[config.mk]
export PLATFORM = sky130hd
export DESIGN_NAME = bus_rr_arbiter_mb
export DESIGN_NICKNAME = d
export VERILOG_FILES = /design/src/rtl/bus_arb_pkg.sv /design/src/rtl/bus_rr_arbiter_mb_lane.sv /design/src/rtl/bus_rr_arbiter_mb.sv
export SDC_FILE = /design/constraint.sdc
export NUM_CORES = 1
export LEC_CHECK = 0
export CAP_MARGIN = 20
export CORE_AREA = 3 3 81 83
export CTS_CLUSTER_DIAMETER = 150
export DETAILED_ROUTE_END_ITERATION = 12
export DIE_AREA = 0 0 84 86
export PLACE_DENSITY_LB_ADDON = 0.1
export SYNTH_ARGS = -nofsm -noshare
export SYNTH_HDL_FRONTEND = slang
export SYNTH_SLANG_ARGS = --single-unit
[constraint.sdc]
create_clock -name clk -period 3.1 [get_ports clk]
set_input_delay 0.93 -clock clk [delete_from_list [all_inputs] [get_ports clk]]
set_output_delay 0.93 -clock clk [all_outputs]
set_load 0.01 [all_outputs]
[src/rtl/bus_arb_pkg.sv]
// Shared types and helpers for the multi-lane bus arbiter.
// Lane state encoding, destination extraction and rotating pick.
package bus_arb_pkg;

    localparam int MAX_DRVRS = 16;
    localparam int MAX_PKT   = 256;
    localparam int PTR_W     = 4;

    typedef enum logic [1:0] {
        IDLE,
        GRANT,
        DECODE,
        DELIVER
    } lane_state_e;

    // Destination ID sits in the top byte of the packet.
    function automatic logic [7:0] dest_of(
        input logic [MAX_PKT-1:0] pckg,
        input int                 width
    );
        return pckg[width-1 -: 8];
    endfunction

    // First requester at or after ptr, wrapping at n.
    // Wrap is an explicit compare so n need not be a power of two.
    function automatic logic [PTR_W-1:0] rr_pick(
        input logic [MAX_DRVRS-1:0] req,
        input logic [PTR_W-1:0]     ptr,
        input int                   n
    );
        logic [PTR_W-1:0] win;
        logic             found;
        logic [PTR_W:0]   idx;
        win   = '0;
        found = 1'b0;
        for (int i = 0; i < MAX_DRVRS; i++) begin
            idx = {1'b0, ptr} + (PTR_W + 1)'(i);
            if (idx >= (PTR_W + 1)'(n)) begin
                idx = idx - (PTR_W + 1)'(n);
            end
            if (!found && (i < n) && req[idx[PTR_W-1:0]]) begin
                win   = idx[PTR_W-1:0];
                found = 1'b1;
            end
        end
        return win;
    endfunction

endpackage

[src/rtl/bus_rr_arbiter_mb_lane.sv]
// One bus lane: arbitration FSM, packet register,
// round-robin pointer and saturating delivered-packet counter.
module bus_lane_arb
    import bus_arb_pkg::*;
#(
    parameter int         drvrs     = 4,
    parameter int         pckg_sz   = 16,
    parameter logic [7:0] broadcast = 8'hFF,
    parameter int         rr_mode   = 1,
    parameter int         cnt_w     = 16
) (
    input  logic                       clk,
    input  logic                       reset,
    input  logic [drvrs-1:0]           pndng,
    input  logic [drvrs*pckg_sz-1:0]   d_pop,
    output logic [drvrs-1:0]           pop,
    input  logic [drvrs-1:0]           full,
    output logic [drvrs-1:0]           push,
    output logic [pckg_sz-1:0]         d_push,
    output logic                       drop,
    output logic [cnt_w-1:0]           pkt_cnt
);

    localparam int IW = $clog2(drvrs);

    lane_state_e          state_q;
    lane_state_e          state_d;
    logic [IW-1:0]        win_q;
    logic [IW-1:0]        win_d;
    logic [IW-1:0]        src_q;
    logic [IW-1:0]        ptr_q;
    logic [pckg_sz-1:0]   pkt_q;
    logic [drvrs-1:0]     mask_q;
    logic [drvrs-1:0]     mask_d;
    logic [7:0]           dest;
    logic                 stall;

    assign stall = |(mask_q & full);

    // State, winner, target mask, packet, pointer and counter registers.
    always_ff @(posedge clk or negedge reset) begin
        if (!reset) begin
            state_q <= IDLE;
            win_q   <= '0;
            src_q   <= '0;
            ptr_q   <= '0;
            pkt_q   <= '0;
            mask_q  <= '0;
            pkt_cnt <= '0;
        end else begin
            state_q <= state_d;
            win_q   <= win_d;
            mask_q  <= mask_d;
            if (state_q == GRANT) begin
                pkt_q <= d_pop[win_q*pckg_sz +: pckg_sz];
                src_q <= win_q;
                ptr_q <= (win_q == IW'(drvrs - 1)) ? '0 : win_q + IW'(1);
            end
            if (state_q == DELIVER && !stall && pkt_cnt != '1) begin
                pkt_cnt <= pkt_cnt + cnt_w'(1);
            end
        end
    end

    // Next-state and strobe outputs; outputs follow state so reset clears them at once.
    always_comb begin
        state_d = state_q;
        win_d   = win_q;
        mask_d  = mask_q;
        pop     = '0;
        push    = '0;
        drop    = 1'b0;
        d_push  = '0;
        dest    = dest_of(MAX_PKT'(pkt_q), pckg_sz);
        unique case (state_q)
            IDLE: begin
                if (|pndng) begin
                    win_d = IW'(rr_pick(MAX_DRVRS'(pndng),
                                        (rr_mode != 0) ? PTR_W'(ptr_q) : '0,
                                        drvrs));
                    state_d = GRANT;
                end
            end
            GRANT: begin
                pop[win_q] = 1'b1;
                state_d    = DECODE;
            end
            DECODE: begin
                if (dest == broadcast) begin
                    mask_d        = '1;
                    mask_d[src_q] = 1'b0;
                    state_d       = DELIVER;
                end else if (int'(dest) < drvrs) begin
                    mask_d                = '0;
                    mask_d[dest[IW-1:0]]  = 1'b1;
                    state_d               = DELIVER;
                end else begin
                    drop    = 1'b1;
                    state_d = IDLE;
                end
            end
            DELIVER: begin
                d_push = pkt_q;
                if (!stall) begin
                    push    = mask_q;
                    state_d = IDLE;
                end
            end
            default: state_d = IDLE;
        endcase
    end

endmodule

[src/rtl/bus_rr_arbiter_mb.sv]
// Multi-lane bus generator/arbiter top level.
// Replicates one independent lane arbiter per bus lane.
module bus_rr_arbiter_mb #(
    parameter int         bits      = 1,
    parameter int         drvrs     = 4,
    parameter int         pckg_sz   = 16,
    parameter logic [7:0] broadcast = 8'hFF,
    parameter int         rr_mode   = 1,
    parameter int         cnt_w     = 16
) (
    input  logic                            clk,
    input  logic                            reset,
    input  logic [bits*drvrs-1:0]           pndng,
    input  logic [bits*drvrs*pckg_sz-1:0]   D_pop,
    output logic [bits*drvrs-1:0]           pop,
    input  logic [bits*drvrs-1:0]           full,
    output logic [bits*drvrs-1:0]           push,
    output logic [bits*pckg_sz-1:0]         D_push,
    output logic [bits-1:0]                 drop,
    output logic [bits*cnt_w-1:0]           pkt_cnt
);

    for (genvar l = 0; l < bits; l++) begin : g_lane
        bus_lane_arb #(
            .drvrs     (drvrs),
            .pckg_sz   (pckg_sz),
            .broadcast (broadcast),
            .rr_mode   (rr_mode),
            .cnt_w     (cnt_w)
        ) u_lane (
            .clk     (clk),
            .reset   (reset),
            .pndng   (pndng[l*drvrs +: drvrs]),
            .d_pop   (D_pop[l*drvrs*pckg_sz +: drvrs*pckg_sz]),
            .pop     (pop[l*drvrs +: drvrs]),
            .full    (full[l*drvrs +: drvrs]),
            .push    (push[l*drvrs +: drvrs]),
            .d_push  (D_push[l*pckg_sz +: pckg_sz]),
            .drop    (drop[l]),
            .pkt_cnt (pkt_cnt[l*cnt_w +: cnt_w])
        );
    end

endmodule

# Word level (Yosys, flattened, before mapping)
# Index checks and enable logic that the tools add are counted.
dict set report word_totals {
  regBits 44
  inputBits 74
  wordCells 115
}
dict set report op_classes {
  n_lt_le_gt_ge 15
  n_eq_ne 8
  muxes 54
  reduce_logical 19
  addsub 9
  n_bitwise 2
  n_shift 1
}
# cell count
set op_table {}
lappend op_table {{4-bit two-way mux} 17}
lappend op_table {{64-bit by 7-bit indexed part select with 16-bit output} 1}
lappend op_table {{4-bit by 5-bit less-than comparator with 1-bit output, second input constant} 4}
lappend op_table {{1-bit two-way mux} 19}
lappend op_table {{2-bit two-way mux} 9}
lappend op_table {{16-bit by 1-bit adder with 16-bit output, second input constant} 1}
lappend op_table {{1-bit binary-select mux with 4-bit select} 4}
lappend op_table {{16-bit two-way mux} 1}
lappend op_table {{16-bit inequality test, second input constant} 1}
lappend op_table {{5-bit by 3-bit greater-or-equal comparator with 1-bit output, second input constant} 3}
lappend op_table {{4-bit by 3-bit subtractor with 4-bit output, second input constant} 3}
lappend op_table {{2-bit by 3-bit less-than comparator with 1-bit output, second input constant} 3}
lappend op_table {{8-bit == test, second input constant} 1}
lappend op_table {{1-bit logical AND} 8}
lappend op_table {{8-bit by 3-bit less-than comparator with 1-bit output, second input constant} 1}
lappend op_table {{2-bit case mux with 4 select lines} 1}
lappend op_table {{4-bit OR reduction} 2}
lappend op_table {{2-bit by 2-bit adder with 3-bit output, second input constant} 2}
lappend op_table {{1-bit demux with 2-bit select} 3}
lappend op_table {{2-bit == test, second input constant} 3}
lappend op_table {{2-bit by 1-bit greater-or-equal comparator with 1-bit output, second input constant} 3}
lappend op_table {{2-bit AND reduction} 3}
lappend op_table {{4-bit bitwise AND} 1}
lappend op_table {{1-bit logical NOT} 4}
lappend op_table {{10 further kinds} 10}

# Logic depth before layout (Yosys ltp)
dict set report logic_depth {
  depth_word 22
  depth_mapped 8
}

# Worst setup path after synthesis
# Ideal clock, no wire load.
dict set report synth_timing {
  path_type {input to output}
  startpoint {input port full[0]}
  endpoint {output port push[0]}
  arrival_time_ps 1601
  n_path_buf 0
  required_ps 2170
  stages 3
  path_slack_ps 569
  path_cell_list {a22o_1 -> nor3_4 -> and2_1}
}
dict set report synth_between {
  elab_chain_len 4
}
# item line_no
set synth_rtl {}
lappend synth_rtl {{start: declaration} bus_rr_arbiter_mb.sv:16} ;# input logic [bits*drvrs-1:0] full,
lappend synth_rtl {{4-bit bitwise AND} bus_rr_arbiter_mb_lane.sv:38} ;# assign stall = |(mask_q & full);
lappend synth_rtl {{4-bit OR reduction} bus_rr_arbiter_mb_lane.sv:38}
lappend synth_rtl {{4-bit two-way mux} bus_rr_arbiter_mb_lane.sv:104} ;# if (!stall) begin
lappend synth_rtl {{4-bit two-way mux} bus_rr_arbiter_mb_lane.sv:75} ;# unique case (state_q)
lappend synth_rtl {{end: declaration} bus_rr_arbiter_mb.sv:17} ;# output logic [bits*drvrs-1:0] push,
# No other way between the ends.

# Worst setup path in the final report
dict set report layout_timing {
  startpoint {input port full[1]}
  endpoint {output port push[2]}
}
# The elaborated chain is that of the path after synthesis.

==> impl_metrics.toml <==
[detailed_routing]
firstDrtPassIters = 4
vias = 2421
drt-total-wl_mm = 7.00
wl_met3_um = 383
initialDrtViolationCount = 75
routed_via_density = 5.45
wl_met1_mm = 2.80
wl_met2_mm = 3.74
postRouteAntennaNets = 0
route.detailed.drc = 0
highest_layer = "met4"
drt-wirelength-per-cell_um = 15.8

[critical_path]
cp-start-kind = "primary input"
crit_cells = 6
crit_type = "in2out"
crit_buf_inv = 3
crit_path_top_delay_cell = "clkdlybuf4s50_1"
path_cells = "clkdlybuf4s50_1, a22o_1, nor3_4, buf_4, and2_1, buf_2"
cp.arrival_ps = 2130
r2r_start = "g_lane[0].u_lane.ptr_q[0]"
rr_endpoint = "g_lane[0].u_lane.win_q[1]"
cp_data_required_time_ps = 2170
rrSetupSlack_ps = 710
r2r.worst_path.cells = 7
max_stage_delay_ps = 400
cp_max_fo = 2
endpoint_kind = "output pin"
critPathTopFamily = "buffers and inverters"

[logic_synthesis]
synth_top_area_share_pct = 39.5
netlist_instances = 249
synth_ff_type = "dfrtp_1"
synth-edff-count = 0
ys_seq_elements = 44
post_synth.cell_area_avg_um2 = 11.2
ys_types = 41
synth_fp_nets = 332
synth.area.top_cells = "dfrtp_1 40%, mux4_2 14%, mux2_2 8.1%"
synth_async_sr_flop_share_pct = 100
synth_top_cell_by_area = "dfrtp_1"
ys_warn_count = 0
ys_seq_area_share_pct = 39.5
synth.cell_area_um2 = 2790

[pwr]
pwr-share-comb_pct = 53.1
powerDensity_nw_per_um2 = 728
pwr-share-clk_pct = 12.0
seq_power_share_pct = 34.9
power.total_w = 0.00301
p_switching_w = 0.00112
ir_drop_mv = 0.405
p_leak_nw = 1.82
sw_frac_of_total_pct = 37.2
p_int_w = 0.00189

[cts]
clk_latency_ps = 300
cts-root-buf = "clkbuf_8"
cts_inserted_buffers = 5
h-tree-depth = 2
cts_sinks = 44
cts_tree = "done"
cts_buffer_depth = 2
clkTransAtPathRegs_ps = 90

[worst_hold_path]
min_path_type = "reg2reg"
min_from = "g_lane[0].u_lane.pkt_cnt[12]"
min_to = "g_lane[0].u_lane.pkt_cnt[12]"
whs_path_depth = 1

[placement]
globalplace.congestion = 0.736
place_hpwl_mm = 5.52
port_buffers = 114

[outcome]
status = "finished clean"

[die]
dieArea_um2 = 7220
start_util_pct = 47.1
die_h_um = 86
row_count = 28
io_pins = 115
die_x_um = 84
core_um2 = 5920

[sta]
worstMarginPinSlew_ps = 952
relSlewSlack_pct = 36.6
skew_ps = 12.5
hold_violations = 0
period_share_pct = 98.8
min_period_ps = 3060
drv_slew = 0
finalSetupViolCount = 0
setup-tns-final_ps = 0
timing.fmax_mhz = 327

[grt]
grt-ovfl-total = 0
grt_pass1_vias = 2537
grt_max_degree = 45
grtUsageTotal_pct = 20.0
grt_pass1_wl_mm = 11.8
antenna_found_initial = 0

[job]
cap_viol_max_count = 0

[cells_and_area]
nets = 451
area_growth_pct = 48.1
diodes = 0
drive_above_1_share_pct = 19.2
==> power groups by stage <==
stage          Sequential, W  Clock [W]  Combinational, W
2_1_floorplan       0.000954          0           0.00110
3_3_place_gp         0.00105          0           0.00154
3_5_place_dp         0.00106          0           0.00157
4_1_cts              0.00105   0.000367           0.00160
5_1_grt              0.00109   0.000394           0.00177
6_report             0.00105   0.000360           0.00160
==> per-stage QoR <==
stage / hold slack [ps] / cells / util [%] / setup slack (ps) / instance area, um^2
floorplan: 473 / 249 / - / 569 / 2790
global placement: 477 / 432 / 67.7 / -387 / 4010
detailed placement: 484 / 432 / 67.7 / -378 / 4010
CTS: 501 / 443 / 69.3 / 7.08 / 4100
global route: 518 / 444 / 69.7 / -19.4 / 4130
finish: 501 / 444 / 69.7 / 38.2 / 4130
==> kinds of logic (layout without fill, tap and decap cells) <==
group / Yosys count / after routing / share of synthesized area, %
multiplexers: 44 / 44 / 25.1
AO/OA/AOI/OAI: 28 / 28 / 6.69
adder cells (fa/ha/maj): 9 / 9 / 4.04
AND/OR/NAND/NOR: 88 / 88 / 16.7
XOR/XNOR: 15 / 15 / 4.71
flip-flops: 44 / 44 / 39.5
buffers and inverters: 21 / 141 / 3.28
==> registers in the layout, indices dropped and copies added (netlist names) <==
signal                 flops
g_lane.u_lane.pkt_cnt     16
g_lane.u_lane.win_q        2
g_lane.u_lane.ptr_q        2
g_lane.u_lane.state_q      2
g_lane.u_lane.src_q        2
g_lane.u_lane.mask_q       4
g_lane.u_lane.pkt_q       16
==> placed cells by master, fill, tap and decap left out, types with 7 or more instances in the layout <==
| cell type | n |
|---|---|
| inv_1 | 8 |
| clkdlybuf4s50_1 | 107 |
| and2_1 | 7 |
| mux2_2 | 20 |
| and3_1 | 19 |
| nor2_1 | 18 |
| nand2_1 | 21 |
| ha_1 | 9 |
| dfrtp_1 | 44 |
| nand3_1 | 7 |
| o21ai_0 | 10 |
| buf_4 | 10 |
| mux4_2 | 17 |
| xor2_1 | 11 |
==> final cells by class <==
type	count	area [um^2]
Clock buffer	5	68.8
Clock inverter	3	18.8
Fill cell	467	1790
Inverter	8	30.0
Multi-Input combinational cell	184	1610
Sequential cell	44	1100
Tap cell	75	93.8
Timing Repair Buffer	125	1210
==> cells in the mapped netlist (2+ instances only) <==
master	number
dfrtp_1	44
nand2_1	21
mux2_2	20
and3_1	19
nor2_1	18
mux4_2	17
xor2_1	11
o21ai_0	10
ha_1	9
and2_1	8
inv_1	8
clkbuf_1	7
nand3_1	7
buf_2	4
mux2_4	4
xnor2_1	4
a22o_1	3
mux2i_1	3
nor3_1	3
o211ai_1	3
a2111oi_0	2
a21oi_1	2
nand4_1	2
nor2b_1	2
nor3b_1	2
==> how the worst max path moves through the flow <==
stage / to / startpoint / slack [ps]
floorplan: push[0] / full[0] / 570
global placement: push[2] / full[0] / -390
detailed placement: push[2] / full[0] / -380
CTS: push[1] / full[1] / 7
global route: push[2] / full[1] / -20
finish: push[2] / full[1] / 40
==> what timing repair did <==
item                                    in CTS  in global routing
cloned                                       0                  0
gates resized for setup                     16                  5
hold buffers                                 0                  0
endpoints found under the hold margin        0                  0
buffers inserted                             3                  1
pin swaps                                    2                  3
endpoints found under the setup margin       4                  4
==> layer usage <==
metal  track usage [%]  up-vias
li1                  -     1150
met1              23.6     1187
met2              36.9       77
met3              5.09        7
met4              4.09        0
met5                 0        -
No activity file was read; power rests on OpenSTA's default activity.
